[config.mk]
export PLATFORM = sky130hd
export DESIGN_NAME = qr_proj_ctrl_flat
export DESIGN_NICKNAME = d
export VERILOG_FILES = /design/src/rtl/qr_proj_ctrl_if.sv /design/src/rtl/qr_proj_ctrl.sv /design/src/flat_wrapper.sv
export SDC_FILE = /design/constraint.sdc
export NUM_CORES = 1
export LEC_CHECK = 0
export BUFFER_PORTS_ARGS = -buffer_cell sky130_fd_sc_hd__buf_2
export CORE_UTILIZATION = 45
export DETAILED_ROUTE_END_ITERATION = 16
export GPL_ROUTABILITY_DRIVEN = 0
export PLACE_DENSITY = 0.73
export SKIP_LAST_GASP = 1
export SLEW_MARGIN = 25
export SYNTH_ARGS = -nofsm -noshare
export SYNTH_HDL_FRONTEND = slang
export SYNTH_SLANG_ARGS = --single-unit
[constraint.sdc]
create_clock -name clk -period 2.4 [get_ports clk]
set_input_delay 0.24 -clock clk [delete_from_list [all_inputs] [get_ports clk]]
set_output_delay 0.24 -clock clk [all_outputs]
set_load 0.01 [all_outputs]
[src/rtl/qr_proj_ctrl_if.sv]
// Handshake bundle between the Gram-Schmidt sequencer and its dot / mul_dot / subtract / norm units.
interface qr_proj_ctrl_if;
  logic        go_i;
  logic        busy_o;
  logic        done_o;
  logic        err_o;
  logic        norm_start_o;
  logic [1:0]  norm_col_o;
  logic        norm_done_i;
  logic        dot_start_o;
  logic [1:0]  dot_col_o;
  logic [1:0]  dot_basis_o;
  logic        dot_done_i;
  logic [15:0] dot_val_i;
  logic        mul_start_o;
  logic [15:0] mul_dot_val_o;
  logic [1:0]  mul_basis_o;
  logic        mul_stop_i;
  logic        sub_valid_o;
  logic [1:0]  sub_col_o;
  logic        sub_ready_i;

  modport master (
    input  go_i, norm_done_i, dot_done_i, dot_val_i, mul_stop_i, sub_ready_i,
    output busy_o, done_o, err_o, norm_start_o, norm_col_o, dot_start_o, dot_col_o,
           dot_basis_o, mul_start_o, mul_dot_val_o, mul_basis_o, sub_valid_o, sub_col_o
  );

  modport slave (
    output go_i, norm_done_i, dot_done_i, dot_val_i, mul_stop_i, sub_ready_i,
    input  busy_o, done_o, err_o, norm_start_o, norm_col_o, dot_start_o, dot_col_o,
           dot_basis_o, mul_start_o, mul_dot_val_o, mul_basis_o, sub_valid_o, sub_col_o
  );
endinterface

[src/rtl/qr_proj_ctrl.sv]
// Gram-Schmidt projection sequencer: for each column, project out every earlier basis
// vector (dot, mul_dot scale, subtract), then request normalisation of that column.
module qr_proj_ctrl #(
  parameter int NCOL    = 3,
  parameter int TIMEOUT = 15
) (
  input logic            clk,
  input logic            reset,
  qr_proj_ctrl_if.master bus
);
  localparam int CW = ($clog2(TIMEOUT + 1) > 4) ? $clog2(TIMEOUT + 1) : 4;
  localparam logic [1:0]    LAST_COL = 2'(NCOL - 1);
  localparam logic [CW-1:0] TO_LAST  = CW'(TIMEOUT - 1);
  localparam logic [CW-1:0] TO_MAX   = CW'(TIMEOUT);
  localparam logic [CW-1:0] TO_ONE   = {{(CW-1){1'b0}}, 1'b1};

  localparam logic [3:0] S_IDLE      = 4'd0;
  localparam logic [3:0] S_NORM_REQ  = 4'd1;
  localparam logic [3:0] S_NORM_WAIT = 4'd2;
  localparam logic [3:0] S_DOT_REQ   = 4'd3;
  localparam logic [3:0] S_DOT_WAIT  = 4'd4;
  localparam logic [3:0] S_MUL_REQ   = 4'd5;
  localparam logic [3:0] S_MUL_WAIT  = 4'd6;
  localparam logic [3:0] S_SUB_WAIT  = 4'd7;
  localparam logic [3:0] S_DONE      = 4'd8;

  logic [3:0]    state_r, state_nxt_s;
  logic [1:0]    col_r, col_nxt_s;
  logic [1:0]    basis_r, basis_nxt_s;
  logic [15:0]   dval_r, dval_nxt_s;
  logic [CW-1:0] to_cnt, to_cnt_nxt_s;
  logic          err_r, err_nxt_s;

  // Next-state and datapath update for the sequencer.
  always_comb begin
    state_nxt_s  = state_r;
    col_nxt_s    = col_r;
    basis_nxt_s  = basis_r;
    dval_nxt_s   = dval_r;
    to_cnt_nxt_s = to_cnt;
    err_nxt_s    = err_r;
    case (state_r)
      S_IDLE: begin
        if (bus.go_i) begin
          col_nxt_s   = 2'd0;
          basis_nxt_s = 2'd0;
          err_nxt_s   = 1'b0;
          state_nxt_s = S_NORM_REQ;
        end else begin
          state_nxt_s = S_IDLE;
        end
      end
      S_NORM_REQ: state_nxt_s = S_NORM_WAIT;
      S_NORM_WAIT: begin
        if (!bus.norm_done_i) begin
          state_nxt_s = S_NORM_WAIT;
        end else if (col_r == LAST_COL) begin
          state_nxt_s = S_DONE;
        end else begin
          col_nxt_s   = col_r + 2'd1;
          basis_nxt_s = 2'd0;
          state_nxt_s = S_DOT_REQ;
        end
      end
      S_DOT_REQ: state_nxt_s = S_DOT_WAIT;
      S_DOT_WAIT: begin
        if (bus.dot_done_i) begin
          dval_nxt_s  = bus.dot_val_i;
          state_nxt_s = S_MUL_REQ;
        end else begin
          state_nxt_s = S_DOT_WAIT;
        end
      end
      S_MUL_REQ: begin
        to_cnt_nxt_s = {CW{1'b0}};
        state_nxt_s  = S_MUL_WAIT;
      end
      S_MUL_WAIT: begin
        // The error flag rises as the count hits TIMEOUT; the abort to DONE follows a cycle later.
        if (to_cnt == TO_MAX) begin
          state_nxt_s = S_DONE;
        end else if (bus.mul_stop_i) begin
          state_nxt_s = S_SUB_WAIT;
        end else begin
          to_cnt_nxt_s = to_cnt + TO_ONE;
          if (to_cnt == TO_LAST) begin
            err_nxt_s = 1'b1;
          end else begin
            err_nxt_s = err_r;
          end
        end
      end
      S_SUB_WAIT: begin
        if (!bus.sub_ready_i) begin
          state_nxt_s = S_SUB_WAIT;
        end else if (basis_r == col_r - 2'd1) begin
          state_nxt_s = S_NORM_REQ;
        end else begin
          basis_nxt_s = basis_r + 2'd1;
          state_nxt_s = S_DOT_REQ;
        end
      end
      S_DONE:  state_nxt_s = S_IDLE;
      default: state_nxt_s = S_IDLE;
    endcase
  end

  // State and operand registers.
  always_ff @(posedge clk or negedge reset) begin
    if (!reset) begin
      state_r <= S_IDLE;
      col_r   <= 2'd0;
      basis_r <= 2'd0;
      dval_r  <= 16'd0;
      to_cnt  <= {CW{1'b0}};
      err_r   <= 1'b0;
    end else begin
      state_r <= state_nxt_s;
      col_r   <= col_nxt_s;
      basis_r <= basis_nxt_s;
      dval_r  <= dval_nxt_s;
      to_cnt  <= to_cnt_nxt_s;
      err_r   <= err_nxt_s;
    end
  end

  assign bus.busy_o        = (state_r != S_IDLE);
  assign bus.done_o        = (state_r == S_DONE);
  assign bus.err_o         = err_r;
  assign bus.norm_start_o  = (state_r == S_NORM_REQ);
  assign bus.norm_col_o    = col_r;
  assign bus.dot_start_o   = (state_r == S_DOT_REQ);
  assign bus.dot_col_o     = col_r;
  assign bus.dot_basis_o   = basis_r;
  assign bus.mul_start_o   = (state_r == S_MUL_REQ);
  assign bus.mul_dot_val_o = dval_r;
  assign bus.mul_basis_o   = basis_r;
  assign bus.sub_valid_o   = (state_r == S_SUB_WAIT);
  assign bus.sub_col_o     = col_r;
endmodule

[src/flat_wrapper.sv]
// flat-port wrapper written by rule: the top's interface ports become plain ports
module qr_proj_ctrl_flat 
#(
  parameter int NCOL    = 3,
  parameter int TIMEOUT = 15
)
  (clk, reset, bus_go_i, bus_norm_done_i, bus_dot_done_i, bus_dot_val_i, bus_mul_stop_i, bus_sub_ready_i, bus_busy_o, bus_done_o, bus_err_o, bus_norm_start_o, bus_norm_col_o, bus_dot_start_o, bus_dot_col_o, bus_dot_basis_o, bus_mul_start_o, bus_mul_dot_val_o, bus_mul_basis_o, bus_sub_valid_o, bus_sub_col_o);
  qr_proj_ctrl_if bus_i ();
  input logic clk;
  input logic reset;
  input wire logic [$bits(bus_i.go_i)-1:0] bus_go_i;
  input wire logic [$bits(bus_i.norm_done_i)-1:0] bus_norm_done_i;
  input wire logic [$bits(bus_i.dot_done_i)-1:0] bus_dot_done_i;
  input wire logic [$bits(bus_i.dot_val_i)-1:0] bus_dot_val_i;
  input wire logic [$bits(bus_i.mul_stop_i)-1:0] bus_mul_stop_i;
  input wire logic [$bits(bus_i.sub_ready_i)-1:0] bus_sub_ready_i;
  output wire logic [$bits(bus_i.busy_o)-1:0] bus_busy_o;
  output wire logic [$bits(bus_i.done_o)-1:0] bus_done_o;
  output wire logic [$bits(bus_i.err_o)-1:0] bus_err_o;
  output wire logic [$bits(bus_i.norm_start_o)-1:0] bus_norm_start_o;
  output wire logic [$bits(bus_i.norm_col_o)-1:0] bus_norm_col_o;
  output wire logic [$bits(bus_i.dot_start_o)-1:0] bus_dot_start_o;
  output wire logic [$bits(bus_i.dot_col_o)-1:0] bus_dot_col_o;
  output wire logic [$bits(bus_i.dot_basis_o)-1:0] bus_dot_basis_o;
  output wire logic [$bits(bus_i.mul_start_o)-1:0] bus_mul_start_o;
  output wire logic [$bits(bus_i.mul_dot_val_o)-1:0] bus_mul_dot_val_o;
  output wire logic [$bits(bus_i.mul_basis_o)-1:0] bus_mul_basis_o;
  output wire logic [$bits(bus_i.sub_valid_o)-1:0] bus_sub_valid_o;
  output wire logic [$bits(bus_i.sub_col_o)-1:0] bus_sub_col_o;
  assign bus_i.go_i = bus_go_i;
  assign bus_i.norm_done_i = bus_norm_done_i;
  assign bus_i.dot_done_i = bus_dot_done_i;
  assign bus_i.dot_val_i = bus_dot_val_i;
  assign bus_i.mul_stop_i = bus_mul_stop_i;
  assign bus_i.sub_ready_i = bus_sub_ready_i;
  assign bus_busy_o = bus_i.busy_o;
  assign bus_done_o = bus_i.done_o;
  assign bus_err_o = bus_i.err_o;
  assign bus_norm_start_o = bus_i.norm_start_o;
  assign bus_norm_col_o = bus_i.norm_col_o;
  assign bus_dot_start_o = bus_i.dot_start_o;
  assign bus_dot_col_o = bus_i.dot_col_o;
  assign bus_dot_basis_o = bus_i.dot_basis_o;
  assign bus_mul_start_o = bus_i.mul_start_o;
  assign bus_mul_dot_val_o = bus_i.mul_dot_val_o;
  assign bus_mul_basis_o = bus_i.mul_basis_o;
  assign bus_sub_valid_o = bus_i.sub_valid_o;
  assign bus_sub_col_o = bus_i.sub_col_o;
  qr_proj_ctrl #(.NCOL(NCOL), .TIMEOUT(TIMEOUT)) u_core (.clk(clk), .reset(reset), .bus(bus_i));
endmodule
==> results.py, run 1 <==
metrics = {
    "power": {
        "powerDensity_mw_per_mm2": 1288,
        "p_int_w": 0.001541,
        "peakVddDrop_mv": 0.6271,
        "combPwrFrac": 0.457,
        "p_clk_frac": 0.168,
        "p_seq_frac": 0.374,
        "p_switching_w": 0.0009634,
        "power.leakage_nw": 1.046,
        "power_w": 0.002504,
        "p_sw_frac": 0.3847,
    },
    "timing": {
        "drv_slew": 0,
        "period_minus_slack_ns": 1.914,
        "setup_tns_ns": 0,
        "clock_skew_ns": 0.003773,
        "hold_ws_ns": 0.1326,
        "setup-violations-final": 0,
        "max_freq_mhz": 522.5,
        "max-slew-margin-rel": 0.5811,
        "worstMarginPinSlew_ns": 0.6283,
        "rsz0062_at_grt": "false",
        "hold_viol": 0,
        "fin_crit_sh": 0.7974,
    },
    "clock_tree": {
        "cts_resized": 0,
        "cts_buffers": 5,
        "cts.sinks": 29,
        "clock_path_buffers": 2,
        "cts_tree": "yes",
        "holdBufCountCts": 1,
        "cts.clk_slew.worst_paths_ns": 0.09,
        "cts_setup_buffers": 0,
        "worstSkewPairLatency_ns": 0.33,
        "cts-root-buf": "clkbuf_4",
        "htree_levels": 2,
    },
    "detailed_routing": {
        "met1_length_mm": 1.377,
        "ant_nets": 0,
        "wl_per_cell_um": 13.19,
        "viasPerCell": 5.060,
        "wirelength_mm": 3.087,
        "via_count": 1184,
        "dr_wl_met2_mm": 1.483,
        "top_layer": "met4",
        "dr_wl_met3_um": 142,
        "firstDrtPassIters": 4,
        "drc_errors": 0,
        "first_iter_violations": 30,
    },
    "synthesis": {
        "yosys.area.top_type": "dfrtp_1",
        "synth-seq-cells": 29,
        "async_flop_share": 1.000,
        "ys.flop_type": "dfrtp_1",
        "ys_seq_area_frac": 0.4535,
        "synthCells": 135,
        "synth_top_area_frac": 0.4535,
        "synth-edff-count": 0,
        "synth.area.top_cells": "dfrtp_1 (45%), mux2_4 (10%), mux2_2 (4.9%)",
        "syn_avg_cell_area_um2": 11.85,
        "yosysWarnings": 0,
        "syn_area_mm2": 0.001600,
        "syn_nets": 161,
        "synthDistinctLibCells": 45,
    },
    "critical_path": {
        "r2r_cells": 6,
        "cp.arrival_ns": 1.67,
        "start_kind": "flip-flop",
        "worst-setup-path-type": "flip-flop to output pin",
        "critical_path_required_ns": 2.16,
        "critical_path.max_fanout": 16,
        "endpoint_kind": "output pin",
    },
    "finish": {
        "final_cell_mix": "buf_2 (55), dfrtp_1 (29), mux2_4 (11)",
        "drive_above_1_share": 0.4787,
        "nets": 213,
        "final_cell_area_mm2": 0.001944,
        "fillerInstances": 317,
        "fin_cells": 234,
        "layout_commonest_cell": "buf_2",
        "syn_to_final_growth_pct": 21.50,
        "antennaDiodeCount": 0,
    },
    "global_routing": {
        "grt_pass1_vias": 1092,
        "grt_pass1_wl_mm": 4.823,
        "track_usage": 0.1849,
        "grt_start_max_net_pins": 30,
        "grt_antenna_before_repair": 0,
        "grt_overflow": 0,
    },
    "floorplanning": {
        "die_h_um": 61.64,
        "start_util": 0.4758,
        "ioPinCount": 56,
        "fp-row-count": 21,
        "die_w_um": 61.64,
        "core_area_mm2": 0.003363,
        "dieArea_mm2": 0.003799,
    },
    "place": {
        "dp.cells": 225,
        "place_area_mm2": 0.001846,
        "port_buffers": 55,
        "place_hpwl_mm": 2.281,
    },
    "hold_path": {
        "hp-class": "primary input to flip-flop",
        "hold_depth": 2,
    },
    "outcome": {
        "status": "completed",
    },
    "flow_run": {
        "maxCapViolCount": 0,
    },
}
[final cells by class]
class	count	area (um^2)	area share
multi-input combinational	87	757.0	0.3893
sequential	29	725.7	0.3732
timing repair buffer	56	285.3	0.1467
tap	46	57.56	0.02960
clock buffer	6	51.30	0.02638
clock inverter	2	37.54	0.01931
inverter	8	30.03	0.01544
[power groups by stage]
stage                     Combinational, W  Clock (W)  Sequential [W]
after global routing               0.00126   0.000446        0.000982
after global placement             0.00113          0        0.000928
after floorplan                   0.000871          0        0.000939
after CTS                          0.00116   0.000433        0.000938
final                              0.00115   0.000422        0.000938
after detailed placement           0.00115          0        0.000942
[critical path, cell delays in order (launching register included)]
cell,delay [ns]
dfrtp_1,0.59
nor4_1,0.53
inv_1,0.07
buf_2,0.15
[state kept, by name, summed over array words and instances (netlist names)]
name / flops
u_core.bus.dot_basis_o: 2
u_core.bus.err_o: 1
u_core.bus.dot_col_o: 2
u_core.bus.mul_dot_val_o: 16
u_core.to_cnt: 4
u_core.state_r: 4
[cells by family (layout without fill, tap and decap cells)]
kind of cell,after synthesis,in the layout,synth area share
muxes,23,23,0.1837
AOI/OAI and AO/OA,16,16,0.07585
and+or+nand+nor,43,43,0.1790
buffers and inverters,19,72,0.07349
xor gates and xnor gates,2,2,0.01095
adders and majority gates,3,3,0.02346
DFF,29,29,0.4535
[worst paths after layout]
path | from | slack (ns) | to
max in group asynchronous | reset | 1.52 | u_core.bus.mul_dot_val_o[12]
min | bus_dot_val_i[4] | 0.13 | u_core.bus.mul_dot_val_o[4]
min reg2reg | u_core.bus.err_o | 0.49 | u_core.bus.err_o
max reg2reg | u_core.bus.dot_col_o[0] | 0.64 | u_core.bus.dot_basis_o[0]
max | u_core.state_r[2] | 0.49 | bus_busy_o
min in group asynchronous | reset | 0.47 | u_core.state_r[1]
[per-layer routing]
layer | up-vias | GRT usage
met4 | 0 | 0.1238
met3 | 6 | 0.05252
met2 | 33 | 0.2688
met5 | - | 0
met1 | 562 | 0.2390
li1 | 583 | -
[cell usage after synthesis, types with 3 or more instances]
| master | instances |
|---|---|
| mux2i_1 | 5 |
| buf_4 | 8 |
| inv_1 | 8 |
| and3_1 | 3 |
| nand2_1 | 9 |
| dfrtp_1 | 29 |
| mux2_2 | 7 |
| nor2_1 | 6 |
| nand3_1 | 4 |
| ha_1 | 3 |
| nand2b_1 | 3 |
| mux2_4 | 11 |
[stage by stage]
stage	util	setup WS [ns]
final	0.5781	0.4862
after global routing	0.5781	0.3548
after CTS	0.5781	0.4600
after detailed placement	0.5487	0.6471
after global placement	0.5487	0.7177
after floorplan	-	0.6884
No activity file was read; power rests on OpenSTA's default activity.
==> run 2, diff against run 1 <==
==> constraint.sdc (replaced) <==
create_clock -name clk -period 2 [get_ports clk]
set_input_delay 0.2 -clock clk [delete_from_list [all_inputs] [get_ports clk]]
set_output_delay 0.2 -clock clk [all_outputs]
set_load 0.01 [all_outputs]
==> results.py, run 2 (same netlist as run 1, synthesis figures left out) <==
metrics = {
    "floorplanning": {
        "die_h_um": 61.64,
        "core_area_mm2": 0.003363,
        "dieArea_mm2": 0.003799,
        "fp-row-count": 21,
        "start_util": 0.4758,
        "ioPinCount": 56,
        "die_w_um": 61.64,
    },
    "hold_path": {
        "hp-class": "primary input to flip-flop",
    },
    "power": {
        "combPwrFrac": 0.462,
        "p_clk_frac": 0.167,
        "powerDensity_mw_per_mm2": 1543,
        "p_sw_frac": 0.3824,
        "p_switching_w": 0.001156,
        "p_seq_frac": 0.371,
        "power_w": 0.003023,
        "p_int_w": 0.001867,
        "power.leakage_nw": 1.055,
        "peakVddDrop_mv": 0.7813,
    },
    "detailed_routing": {
        "dr_wl_met2_mm": 1.517,
        "via_count": 1197,
        "wl_per_cell_um": 12.95,
        "top_layer": "met4",
        "wirelength_mm": 3.057,
        "ant_nets": 0,
        "met1_length_mm": 1.359,
        "drc_errors": 0,
        "viasPerCell": 5.072,
        "dr_wl_met3_um": 142,
        "firstDrtPassIters": 4,
        "first_iter_violations": 42,
    },
    "global_routing": {
        "grt_overflow": 0,
        "grt_start_max_net_pins": 30,
        "grt_pass1_vias": 1081,
        "grt_antenna_before_repair": 0,
        "grt_pass1_wl_mm": 4.802,
        "track_usage": 0.1775,
    },
    "timing": {
        "setup_tns_ns": 0,
        "drv_slew": 0,
        "clock_skew_ns": 0.01047,
        "worstMarginPinSlew_ns": 0.6440,
        "max-slew-margin-rel": 0.5707,
        "rsz0062_at_grt": "false",
        "setup-violations-final": 0,
        "hold_viol": 0,
        "max_freq_mhz": 535.7,
        "period_minus_slack_ns": 1.867,
        "fin_crit_sh": 0.9333,
    },
    "clock_tree": {
        "cts-root-buf": "clkbuf_4",
        "clock_path_buffers": 2,
        "worstSkewPairLatency_ns": 0.32,
        "cts.sinks": 29,
        "cts.clk_slew.worst_paths_ns": 0.10,
        "htree_levels": 2,
        "cts_resized": 0,
        "cts_buffers": 5,
        "cts_tree": "yes",
    },
    "place": {
        "place_hpwl_mm": 2.262,
        "place_area_mm2": 0.001861,
        "port_buffers": 55,
    },
    "finish": {
        "largest_reg_flops": 16,
        "drive_above_1_share": 0.4842,
        "fillerInstances": 325,
        "final_cell_mix": "buf_2 (55), dfrtp_1 (29), mux2_4 (11)",
        "final_cell_area_mm2": 0.001959,
        "fin_util": 0.5826,
        "layout_commonest_cell": "buf_2",
        "antennaDiodeCount": 0,
        "nets": 215,
        "syn_to_final_growth_pct": 22.44,
    },
    "critical_path": {
        "start_kind": "flip-flop",
        "cp_top_family": "flip-flops",
        "cp.arrival_ns": 1.67,
        "worst_path_max_delay_cell": "dfrtp_1",
        "critical_path.max_fanout": 16,
        "worst-setup-path-type": "flip-flop to output pin",
        "endpoint_kind": "output pin",
        "critical_path_required_ns": 1.80,
        "crit_chain": "nor4_1 > inv_1 > buf_2",
        "critPathMaxStageDelay_ns": 0.60,
        "path_buf_inv": 2,
    },
    "flow_run": {
        "maxCapViolCount": 0,
    },
    "outcome": {
        "status": "completed",
    },
}
## run 2: area by class of cell
| type | count | area [um^2] | share of cell area |
|---|---|---|---|
| Inverter | 8 | 30.03 | 0.01533 |
| Clock buffer | 6 | 51.30 | 0.02618 |
| Sequential cell | 29 | 725.7 | 0.3704 |
| Tap cell | 46 | 57.56 | 0.02937 |
| Clock inverter | 2 | 37.54 | 0.01916 |
| Multi-Input combinational cell | 87 | 757.0 | 0.3863 |
| Timing Repair Buffer | 58 | 300.3 | 0.1533 |
## run 2: path summary, 6_finish.rpt
| check | from | depth (start not counted) | end | slack [ns] |
|---|---|---|---|---|
| setup / recovery | u_core.state_r[2] | 3 | bus_busy_o | 0.13 |
| hold / removal | bus_dot_val_i[1] | 2 | u_core.bus.mul_dot_val_o[1] | 0.10 |
| setup reg to reg | u_core.bus.dot_col_o[0] | 6 | u_core.bus.dot_basis_o[0] | 0.24 |
| hold reg to reg | u_core.bus.err_o | 2 | u_core.bus.err_o | 0.50 |
| max in group asynchronous | reset | 2 | u_core.bus.mul_dot_val_o[7] | 1.14 |
| min in group asynchronous | reset | 2 | u_core.state_r[1] | 0.44 |
## run 2: layer usage
layer | track usage | vias to the layer above
met5 | 0 | -
met3 | 0.05042 | 5
met2 | 0.2704 | 34
li1 | - | 586
met1 | 0.2364 | 572
met4 | 0.07619 | 0
## run 2: power by group through the flow
stage	sequential, W	combinational [W]	clock (W)
CTS	0.00112	0.00141	0.000521
floorplan	0.00113	0.00105	0
detailed placement	0.00113	0.00141	0
global placement	0.00111	0.00138	0
global route	0.00117	0.00154	0.000539
finish	0.00112	0.00140	0.000505
## run 2: what timing repair did
item | 4_1_cts | 5_1_grt
hold buffers | 1 | 0
hold endpoints to repair | 29 | 0
setup buffers | 0 | 0
## run 2: stage by stage
step | worst slack (ns) | cells | hold WS, ns
2_1_floorplan | 0.2884 | 135 | -0.09559
5_1_grt | 0.03317 | 236 | 0.08091
6_report | 0.1334 | 236 | 0.1024
4_1_cts | 0.1035 | 236 | 0.08864
3_5_place_dp | 0.2623 | 227 | 0.2651
3_3_place_gp | 0.3212 | 227 | 0.2605
==> run 3, diff against run 2 <==
--- a/config.mk
+++ b/config.mk
@@ -10,6 +10,7 @@
 export DETAILED_ROUTE_END_ITERATION = 16
 export GPL_ROUTABILITY_DRIVEN = 0
 export PLACE_DENSITY = 0.73
+export REMOVE_ABC_BUFFERS = 1
 export SKIP_LAST_GASP = 1
 export SLEW_MARGIN = 25
 export SYNTH_ARGS = -nofsm -noshare
==> results.py, run 3 (same netlist as run 1, synthesis figures left out) <==
metrics = {
    "outcome": {
        "status": "completed",
    },
    "critical_path": {
        "cp.arrival_ns": 1.64,
        "critical_path_required_ns": 1.80,
        "endpoint_kind": "output pin",
        "start_kind": "flip-flop",
        "worst-setup-path-type": "flip-flop to output pin",
        "r2r_cells": 6,
        "critical_path.max_fanout": 16,
    },
    "finish": {
        "nets": 215,
        "antennaDiodeCount": 0,
        "final_cell_area_mm2": 0.001956,
        "syn_to_final_growth_pct": 22.21,
        "multi_input_area_um2": 757.0,
        "layout_commonest_cell": "buf_2",
        "drive_above_1_share": 0.4789,
        "largest_reg_flops": 16,
        "register_area_um2": 725.7,
        "fin_util": 0.5815,
        "fillerInstances": 314,
        "final_cell_mix": "buf_2 (55), dfrtp_1 (29), mux2_4 (11)",
    },
    "power": {
        "p_sw_frac": 0.3845,
        "combPwrFrac": 0.469,
        "p_seq_frac": 0.362,
        "power.leakage_nw": 1.056,
        "p_int_w": 0.001874,
        "power_w": 0.003044,
        "powerDensity_mw_per_mm2": 1557,
        "peakVddDrop_mv": 0.7672,
        "p_clk_frac": 0.169,
        "p_switching_w": 0.001171,
    },
    "global_routing": {
        "grt_start_max_net_pins": 30,
        "grt_antenna_before_repair": 0,
        "grt_pass1_vias": 1086,
        "track_usage": 0.1870,
        "grt_pass1_wl_mm": 5.057,
        "grt_overflow": 0,
    },
    "clock_tree": {
        "worstSkewPairLatency_ns": 0.33,
        "cts-root-buf": "clkbuf_4",
        "cts_setup_buffers": 0,
        "cts.clk_slew.worst_paths_ns": 0.09,
        "cts_tree": "yes",
        "cts_buffers": 5,
        "cts.sinks": 29,
        "clock_path_buffers": 2,
        "htree_levels": 2,
    },
    "floorplanning": {
        "core_area_mm2": 0.003363,
        "die_h_um": 61.64,
        "ioPinCount": 56,
        "die_w_um": 61.64,
        "fp-row-count": 21,
        "start_util": 0.4758,
        "dieArea_mm2": 0.003799,
    },
    "timing": {
        "setup_tns_ns": 0,
        "period_minus_slack_ns": 1.842,
        "max-slew-margin-rel": 0.5688,
        "setup_ws_ns": 0.1584,
        "worstMarginPinSlew_ns": 0.6467,
        "drv_slew": 0,
        "clock_skew_ns": 0.005078,
        "fin_crit_sh": 0.9208,
        "rsz0062_at_grt": "false",
        "setup-violations-final": 0,
        "hold_viol": 0,
        "max_freq_mhz": 543.0,
    },
    "flow_run": {
        "maxCapViolCount": 0,
    },
    "detailed_routing": {
        "drc_errors": 0,
        "viasPerCell": 4.936,
        "wirelength_mm": 3.202,
        "ant_nets": 0,
        "wl_per_cell_um": 13.57,
        "first_iter_violations": 19,
        "via_count": 1165,
        "firstDrtPassIters": 4,
    },
    "place": {
        "port_buffers": 55,
        "place_area_mm2": 0.001861,
        "place_ws_ns": 0.2426,
        "place_hpwl_mm": 2.358,
    },
    "hold_path": {
        "hold_depth": 2,
        "hp-class": "primary input to flip-flop",
    },
}
-- run 3: per-layer routing --
layer | part of all wire | vias to the layer above | global-route usage
met5 | 0 | - | 0
met4 | 0.017 | 0 | 0.09524
met3 | 0.039 | 7 | 0.03782
met2 | 0.50 | 26 | 0.2842
met1 | 0.45 | 546 | 0.2530
li1 | - | 586 | -
-- run 3: power groups by stage --
| stage | combinational [W] | clock, W | sequential, W |
|---|---|---|---|
| floorplan | 0.000829 | 0 | 0.00121 |
| finish | 0.00143 | 0.000514 | 0.00110 |
| CTS | 0.00145 | 0.000524 | 0.00110 |
| global route | 0.00158 | 0.000545 | 0.00115 |
| detailed placement | 0.00144 | 0 | 0.00111 |
| global placement | 0.00140 | 0 | 0.00109 |
-- run 3: final timing paths --
path / start / endpoint / slack (ns)
setup / recovery: u_core.state_r[2] / bus_busy_o / 0.16
min in group asynchronous: reset / u_core.bus.err_o / 0.41
hold / removal: bus_dot_val_i[11] / u_core.bus.mul_dot_val_o[11] / 0.1
hold reg to reg: u_core.bus.err_o / u_core.bus.err_o / 0.50
setup reg to reg: u_core.bus.dot_col_o[0] / u_core.bus.dot_basis_o[0] / 0.23
max in group asynchronous: reset / u_core.bus.mul_dot_val_o[7] / 1.16
-- run 3: timing repair --
action | 4_1_cts | 5_1_grt
gates resized for setup | 0 | 0
endpoints found under the hold margin | 29 | 0
hold buffers | 1 | 0
-- run 3: final cells by class --
| class | count | share of cell area |
|---|---|---|
| clock inverters | 1 | 0.01536 |
| inverters | 8 | 0.01536 |
| flip-flops and latches | 29 | 0.3711 |
| well taps | 46 | 0.02943 |
| clock buffers | 7 | 0.02815 |
| repair buffers | 58 | 0.1536 |
| multi-input cells | 87 | 0.3871 |
-- run 3: critical path: stages, from the launching register on --
cell,delay [ns]
dfrtp_1,0.58
nor4_1,0.51
inv_1,0.07
buf_2,0.15
-- run 3: stage by stage --
step                cells  hold WS (ns)
floorplan             124      -0.09559
global placement      227        0.2565
detailed placement    227        0.2716
CTS                   236       0.08975
global route          236       0.08572
finish                236       0.09541
